`src/rtl/if_fetch_stage.sv`:
```
// ------------------------------------------------------------------------
// if_fetch_stage : PC, single-outstanding imem read, prefetch queue. Rev 1.0
// ------------------------------------------------------------------------
`default_nettype none

module if_fetch_stage #(
  parameter logic [31:0] RESET_PC = 32'h0000_0000,
  parameter int unsigned DEPTH    = 2
) (
  input  logic        Clk,
  input  logic        Reset,
  output logic        IMemReq,
  output logic [31:0] IMemAddr,
  input  logic        IMemRdy,
  input  logic        IMemRValid,
  input  logic [31:0] IMemRData,
  input  logic        Branch,
  input  logic [31:0] BranchTarget,
  input  logic        Stall,
  output logic        InstrValid,
  output logic [31:0] InstrOut,
  output logic [31:0] PCPlus4Out
);

  localparam int unsigned AW = $clog2(DEPTH);
  localparam int unsigned CW = AW + 1;
  localparam logic [CW:0] DEPTH_C = (CW+1)'(DEPTH);

  logic [31:0]   pc_q, pc_d;
  logic [31:0]   tag_q, tag_d;
  logic          out_q, out_d;
  logic          disc_q, disc_d;
  logic [AW-1:0] rd_q, rd_d;
  logic [AW-1:0] wr_q, wr_d;
  logic [CW-1:0] cnt_q, cnt_d;

  logic [31:0]   instr_mem [DEPTH];
  logic [31:0]   pc4_mem   [DEPTH];

  logic          pop;
  logic          resp;
  logic          push;
  logic          accept;
  logic [CW:0]   occ;

  assign InstrValid = (cnt_q != '0);
  assign pop        = InstrValid & ~Stall & ~Branch;
  assign resp       = IMemRValid & out_q;
  assign push       = resp & ~disc_q & ~Branch;

  // Queue slots already committed: held entries plus the in-flight read, less this cycle's pop.
  assign occ     = {1'b0, cnt_q} + {{CW{1'b0}}, out_q} - {{CW{1'b0}}, pop};
  assign IMemReq = Reset & ~Branch & (~out_q | IMemRValid) & (occ < DEPTH_C);
  assign accept  = IMemReq & IMemRdy;

  assign IMemAddr   = pc_q;
  assign InstrOut   = InstrValid ? instr_mem[rd_q] : 32'h0;
  assign PCPlus4Out = InstrValid ? pc4_mem[rd_q]   : 32'h0;

  always_comb begin
    pc_d   = pc_q;
    tag_d  = tag_q;
    out_d  = out_q;
    disc_d = disc_q;
    rd_d   = rd_q;
    wr_d   = wr_q;
    cnt_d  = cnt_q;

    if (Branch) begin
      pc_d  = BranchTarget & ~32'h3;
      rd_d  = '0;
      wr_d  = '0;
      cnt_d = '0;
    end else begin
      if (accept) begin
        pc_d  = pc_q + 32'd4;
        tag_d = pc_q;
      end
      if (push) wr_d = wr_q + AW'(1);
      if (pop)  rd_d = rd_q + AW'(1);
      case ({push, pop})
        2'b10:   cnt_d = cnt_q + CW'(1);
        2'b01:   cnt_d = cnt_q - CW'(1);
        default: cnt_d = cnt_q;
      endcase
    end

    if (accept)    out_d = 1'b1;
    else if (resp) out_d = 1'b0;

    // A read still in flight across a redirect must be swallowed when it lands.
    if (resp)                 disc_d = 1'b0;
    else if (Branch && out_q) disc_d = 1'b1;
  end

  always_ff @(posedge Clk or negedge Reset) begin
    if (!Reset) begin
      pc_q   <= RESET_PC;
      tag_q  <= RESET_PC;
      out_q  <= 1'b0;
      disc_q <= 1'b0;
      rd_q   <= '0;
      wr_q   <= '0;
      cnt_q  <= '0;
    end else begin
      pc_q   <= pc_d;
      tag_q  <= tag_d;
      out_q  <= out_d;
      disc_q <= disc_d;
      rd_q   <= rd_d;
      wr_q   <= wr_d;
      cnt_q  <= cnt_d;
    end
  end

  always_ff @(posedge Clk) begin
    if (push) begin
      instr_mem[wr_q] <= IMemRData;
      pc4_mem[wr_q]   <= tag_q + 32'd4;
    end
  end

endmodule

`default_nettype wire

```
`config.mk`:
```
export PLATFORM = sky130hd
export DESIGN_NAME = if_fetch_stage
export DESIGN_NICKNAME = d
export VERILOG_FILES = /design/src/rtl/if_fetch_stage.sv
export SDC_FILE = /design/constraint.sdc
export NUM_CORES = 1
export LEC_CHECK = 0
export ABC_AREA = 1
export CAP_MARGIN = 30
export CORE_UTILIZATION = 64
export CTS_CLUSTER_SIZE = 16
export DETAILED_ROUTE_END_ITERATION = 7
export DONT_BUFFER_PORTS = 1
export GPL_TIMING_DRIVEN = 0
export MAX_ROUTING_LAYER = met4
export PLACE_DENSITY = 0.85
export SYNTH_ARGS = -nofsm -noshare
export SYNTH_HDL_FRONTEND = slang
export SYNTH_SLANG_ARGS = --single-unit
```
`constraint.sdc`:
```
create_clock -name Clk -period 4.1 [get_ports Clk]
set_input_delay 0.82 -clock Clk [delete_from_list [all_inputs] [get_ports Clk]]
set_output_delay 0.82 -clock Clk [all_outputs]
set_load 0.02 [all_outputs]
```
## After elaboration in Yosys (flattened, before gate mapping)

Memories as Yosys holds them, arrays and structs flattened.
Index checks and enable logic that the tools add are counted.

- Equality and inequality tests: 2
- $add $sub $neg: 8
- Reductions and logical operators: 9
- Bitwise gates (word level): 14
- Multiplexer cells: 16
- $lt $le $gt $ge: 1

Operator list:

| cell | count |
|---|---|
| 32-bit 2-to-1 mux | 4 |
| 32-bit by 3-bit adder with 32-bit output, second input constant | 2 |
| 2-bit nonzero test | 6 |
| 1-bit 2-to-1 mux | 10 |
| 1-bit AND | 9 |
| 1-bit inverter | 4 |
| 2-bit one-hot mux with 2 select lines | 1 |
| 2-bit by 1-bit adder with 3-bit output | 1 |
| 3-bit by 2-bit less-than comparator with 1-bit output, second input constant | 1 |
| 3-bit nonzero test | 1 |
| 3-bit by 1-bit subtractor with 3-bit output | 1 |
| 1-bit adder, second input constant | 2 |
| 2-bit by 1-bit adder with 2-bit output, second input constant | 1 |
| 2-bit by 1-bit == test with 1-bit output, second input constant | 1 |
| 2-bit == test, second input constant | 1 |
| 2-bit 2-to-1 mux | 1 |
| 2-bit AND reduction | 1 |
| 2-bit by 1-bit subtractor with 2-bit output, second input constant | 1 |
| 1-bit logical AND | 1 |
| 1-bit OR | 1 |

- Logic and storage cells: 59
- RAM bits: 128
- Memories kept: 2
- Input bits: 70
- Output and inout port bits: 98
- Bits in registers: 70

Memory list:

| memory | depth | width | rd ports | clocked after memory_dff | write ports | line | RTL |
|---|---|---|---|---|---|---|---|
| instr_mem | 2 | 32 | 1 | 0 | 1 | 37 | `logic [31:0] instr_mem [DEPTH];` |
| pc4_mem | 2 | 32 | 1 | 0 | 1 | 38 | `logic [31:0] pc4_mem [DEPTH];` |

## Depth between registers and ports, before layout

Gate-level depths: netlist (run 1).

- Word-level depth: 9
- Gate-level depth with buffers: 18
- Mapped depth without buffers: 17

## Least setup slack after synthesis (run 1)

OpenSTA, ideal clock, no wires.

- Path kind: in2reg
- From: input IMemRValid
- To: memory instr_mem[0][0], enable pin
- Arrival time: 3.718 ns
- Buffers on the path: 0
- Setup time: 0.484 ns
- Path slack: -0.103 ns
- Cell stages on the path: 4
- Data required time: 3.616 ns
- Cell sequence: nand3_1 nor2_1 inv_1 nor2_1

- Word-level cells in the longest chain between the ends: 5

Ends and longest elaborated chain:

| what | line | RTL |
|---|---|---|
| from (decl) | 15 | `input logic IMemRValid,` |
| 1-bit AND | 48 | `assign resp = IMemRValid & out_q;` |
| 1-bit AND (2 in a row) | 49 | `assign push = resp & ~disc_q & ~Branch;` |
| 1-bit 2-to-1 mux | 117 | `if (push) begin` |
| 1-bit 2-to-1 mux (not written as such) | 118 | `instr_mem[wr_q] <= IMemRData;` |
| to (decl) | 37 |  |

Every way passes these cells.

## Final worst setup path (run 1)

- From: register cnt_q[1]
- To: output IMemReq

- Word-level cells in the longest chain between the ends: 6
- Elaborated cells on any way between the ends: 7
- Those cells by class: 2 x add/sub; 1 x order compare; 3 x bitwise; 1 x reduce/logical

Ends and longest elaborated chain:

| what | line | RTL |
|---|---|---|
| from (decl) | 35 | `logic [CW-1:0] cnt_q, cnt_d;` |
| from (signal assigned) | 112 | `cnt_q <= cnt_d;` |
| 2-bit nonzero test | 46 | `assign InstrValid = (cnt_q != '0);` |
| named net InstrValid | 20 | `output logic InstrValid,` |
| 1-bit AND (2 in a row) | 47 | `assign pop = InstrValid & ~Stall & ~Branch;` |
| 3-bit by 1-bit subtractor with 3-bit output | 52 | `assign occ = {1'b0, cnt_q} + {{CW{1'b0}}, out_q} - {{CW{1'b0}}, pop};` |
| 3-bit by 2-bit less-than comparator with 1-bit output | 53 | `assign IMemReq = Reset & ~Branch & (~out_q \| IMemRValid) & (occ < DEPTH_C);` |
| 1-bit AND | 53 |  |
| to (decl) | 12 | `output logic IMemReq,` |

The timed path passes the listed nets, and every way through them passes these cells.

==> implementation parameters, run 1 <==
Parameter                              Value

Yosys
  Most frequently used flop master after synthesis    sky130_fd_sc_hd__edfxtp_1
  Dominant combinational cell family by area after synthesis    simple AND/OR/NAND/NOR gates
  Flop and latch count out of synthesis    190
  Cell count after synthesis    approximately 1100
  Post-synthesis instance area    around 0.0093 sq mm
  Share of flip-flops with an asynchronous set or reset after synthesis    0.347
  Share of synthesized area spent on multiplexers    0
  Largest cells by area after synthesis    sky130_fd_sc_hd__edfxtp_1 (40%), sky130_fd_sc_hd__dfrtp_1 (18%), sky130_fd_sc_hd__nand2_1 (17%)
  Compound-cell area share of the yosys netlist    0.0592
  Syn Area/Cell    just under 9 sq um
  Total of warnings raised by yosys    0
  Sequential element share of the synthesized area    0.576
  Number of synthesized flops with an enable pin    between 100 and 150
  Area share of xor/xnor cells in the synthesized design    0.0263
  Area share of and/or/nand/nor cells after synthesis    0.268
  Fraction of post-synthesis cell area in the top cell type by area    0.399
  Count of different cell masters after synthesis    31
  Arithmetic-cell share of the synthesized area counting full adders, half adders and majority gates    0.00616
  Leading area contributor after synthesis    sky130_fd_sc_hd__edfxtp_1

Global route
  Global-route congestion overflow total    0
  Met3 global-route usage    0.0869
  Pin count of the biggest net entering global routing    69
  Vias in the first global route    about 7000
  Met1 demand-to-capacity share in global routing    0.362
  All-Layer GR Usage    0.317
  Initial antenna violation count    0
  Met2 Usage GRT    0.516
  Routing layer with the top usage in global route    met2
  Wire length of the first global-routing pass    ~34 mm

Cells and area
  Proportion of layout cells with a drive suffix above 1    0.0732
  N_diodes    0
  Filler Cells Inserted    about 1000
  Multi-input gate area in the final layout    0.00339 sq mm
  Area taken by flip-flops and latches    around 0.0054 sq mm
  Synthesis-to-finish area growth    9.38%
  Post-layout net count    between 1000 and 1500

STA
  Final Cycle Share    0.942
  Pins Over Slew Limit    0
  Max-slew headroom    0.370
  Final hold violation count    0
  Fin crit period    3.86 ns
  Accumulated negative setup slack    0 ns
  RSZ-0062 raised after global routing    false
  Hold WS    between 0.06 and 0.07 ns
  Setup Viol. Count Final    0
  Setup skew after layout    ~0.0084 ns
  Top achievable clock speed    roughly 0.26 GHz
  Slew at the pin closest to its max-slew limit    0.943 ns

CTS
  CTS tree    built
  Number of H-tree levels    4
  Clk slew on worst S/H paths    0.07 ns
  # resized after CTS    0
  Root buffer cell    sky130_fd_sc_hd__clkbuf_16
  Clk Latency, worst-skew pair    ~0.45 ns
  Post-CTS Repair Setup Buffers    0
  Post-CTS Hold Fix Bufs    0
  Number of buffers created by CTS    17
  Clk buf depth    2
  Number of sinks driven by the clock tree    190

Worst setup path
  Startpoint of the lowest-slack register-to-register path    cnt_q[1]
  CP Data Required Time    3.28 ns
  Worst Setup Path Type    reg -> out
  Cell depth of the worst setup path    9
  Data arrival time of the worst path    slightly above 3 ns
  Sequence of cells on the critical path    nor2_4, inv_1, nand3_1, inv_1, ha_1, or2_2, fa_1, nand3_1, nor2_2
  Reg2Reg Depth    14
  Critical path peak fanout    10
  Combined buffer and inverter count along the critical path    2
  Critical path capture point type    output port
  Biggest cell delay along the critical path    between 0.5 and 0.6 ns
  Cell at the slowest stage of the critical path    sky130_fd_sc_hd__fa_1
  Startpoint type of the worst setup path    flop
  Family with the most delay on the worst path    simple AND/OR/NAND/NOR gates
  Crit path from    cnt_q[1]

Drt
  Post-DRT Antenna Nets    0
  Via total after detailed routing    just over 7000
  First-pass iteration count of the detailed router    5
  Number of remaining DRC errors    0
  Iteration-0 DRC count of the detailed router    648
  Routed wire per std cell    around 17 microns
  Final Routed Wirelength    ~22 mm
  Via count normalized by instance count    approximately 5.6

Worst hold path
  Hold Path Class    in -> async

Power and ir drop
  Overall power consumption    between 6 and 7 mW
  Power per cell area    624 mW/mm^2
  Leakage    between 4 and 5 nW
  Worst IR Drop VDD    ~0.34 mV

Floorplan
  Die boundary height    roughly 120 microns
  Io pins    between 150 and 200
  Standard-cell rows    43
  Die area    about 0.015 sq mm
  Total core area    0.0140 sq mm
  Effective utilization at floorplan    0.665
  Horizontal die dimension    123 microns

Placed design
  Input/output buffers    0
  Post-DP HPWL    16.1 mm
  Weighted congestion at the end of routability-driven global placement    approximately 0.95

Flow run
  Number of max-cap violations    0

Status
  Outcome    completed
cell type report:
type	instances	share of cell area
timing repair buffer	2	0.00392
inverter	94	0.0347
clock buffer	18	0.0420
sequential	190	0.526
tap	180	0.0220
clock inverter	13	0.0149
buffer	43	0.0241
multi-input combinational	746	0.332
cell usage after synthesis (all sizes together) (2+ instances only):
library cell and n:
nand2 422, edfxtp 124, inv 92, nor2 77
nand3 76, a21oi 66, dfrtp 66, o21ai 43
clkbuf 23, xor2 21, buf 20, nor3 15
xnor2 7, nand3b 4, nand4 4, ha 3
clkinv 2, or2 2
cells in the final DEF (no fill, tap or decap), drive strengths merged, types with 2 or more instances in the layout:
master / n
dfrtp: 66
nand3: 76
a21oi: 66
clkinv: 4
nand2: 422
xor2: 21
nand4: 4
edfxtp: 124
nor3: 15
inv: 99
nor2: 77
o21ai: 43
clkinvlp: 2
ha: 3
or2: 2
clkbuf: 41
conb: 4
xnor2: 7
buf: 22
nand3b: 4
bufinv: 2
worst paths after layout:
path | endpoint | slack (ns)
worst max-delay path | IMemReq | 0.24
worst min-delay path | IMemAddr[10] | 0.06
worst max register to register | IMemAddr[12] | 0.89
worst min register to register | tag_q[5] | 0.53
max in group asynchronous | out_q | 3.93
min in group Clk | instr_mem[0][31] | 0.46
cell families after synthesis:
| kind of cell | Yosys count |
|---|---|
| other | 1 |
| xor gates and xnor gates | 28 |
| adders and majority gates | 4 |
| and+or+nand+nor | 600 |
| buffers and inverters | 137 |
| AOI/OAI and AO/OA | 110 |
| DFF | 190 |
state kept, by name (all words and copies together), names as in the netlist:
signal	cells
instr_mem	64
pc4_mem	60
IMemAddr	30
tag_q	30
cnt_q	2
disc_q	1
out_q	1
rd_q	1
wr_q	1
power by group:
group	switching (mW)	leakage [nW]	total, mW	internal [mW]
Combinational	1.46	2.03	1.95	0.489
Sequential	0.397	1.94	2.77	2.38
Clock	0.740	0.280	1.65	0.909
Total	2.60	4.25	6.37	3.77
through the flow:
step / instance area [sq um] / utilization / setup slack [ns] / cells
final: 10200 / 0.727 / 0.236 / 1286
after global routing: 10200 / 0.727 / 0.0919 / 1286
after global placement: 9580 / 0.682 / 0.144 / 1253
after CTS: 10200 / 0.727 / 0.155 / 1286
after detailed placement: 9630 / 0.686 / 0.567 / 1255
after floorplan: 9360 / - / 0.720 / 1073
layer usage:
layer / part of all wire / vias to the layer above
li1: - / 3517
met3: 0.092 / 61
met4: 0.037 / 0
met1: 0.39 / 3358
met2: 0.48 / 310
met5: 0 / -
No activity file was read; power rests on OpenSTA's default activity.
==> inputs of run 2 (changes only) <==
--- a/config.mk
+++ b/config.mk
@@ -8,7 +8,6 @@
 export ABC_AREA = 1
 export CAP_MARGIN = 30
 export CORE_UTILIZATION = 64
-export CTS_CLUSTER_SIZE = 16
 export DETAILED_ROUTE_END_ITERATION = 7
 export DONT_BUFFER_PORTS = 1
 export GPL_TIMING_DRIVEN = 0
==> results of run 2 <==
Final layout, timing and power as in run 1 (identical DEF).
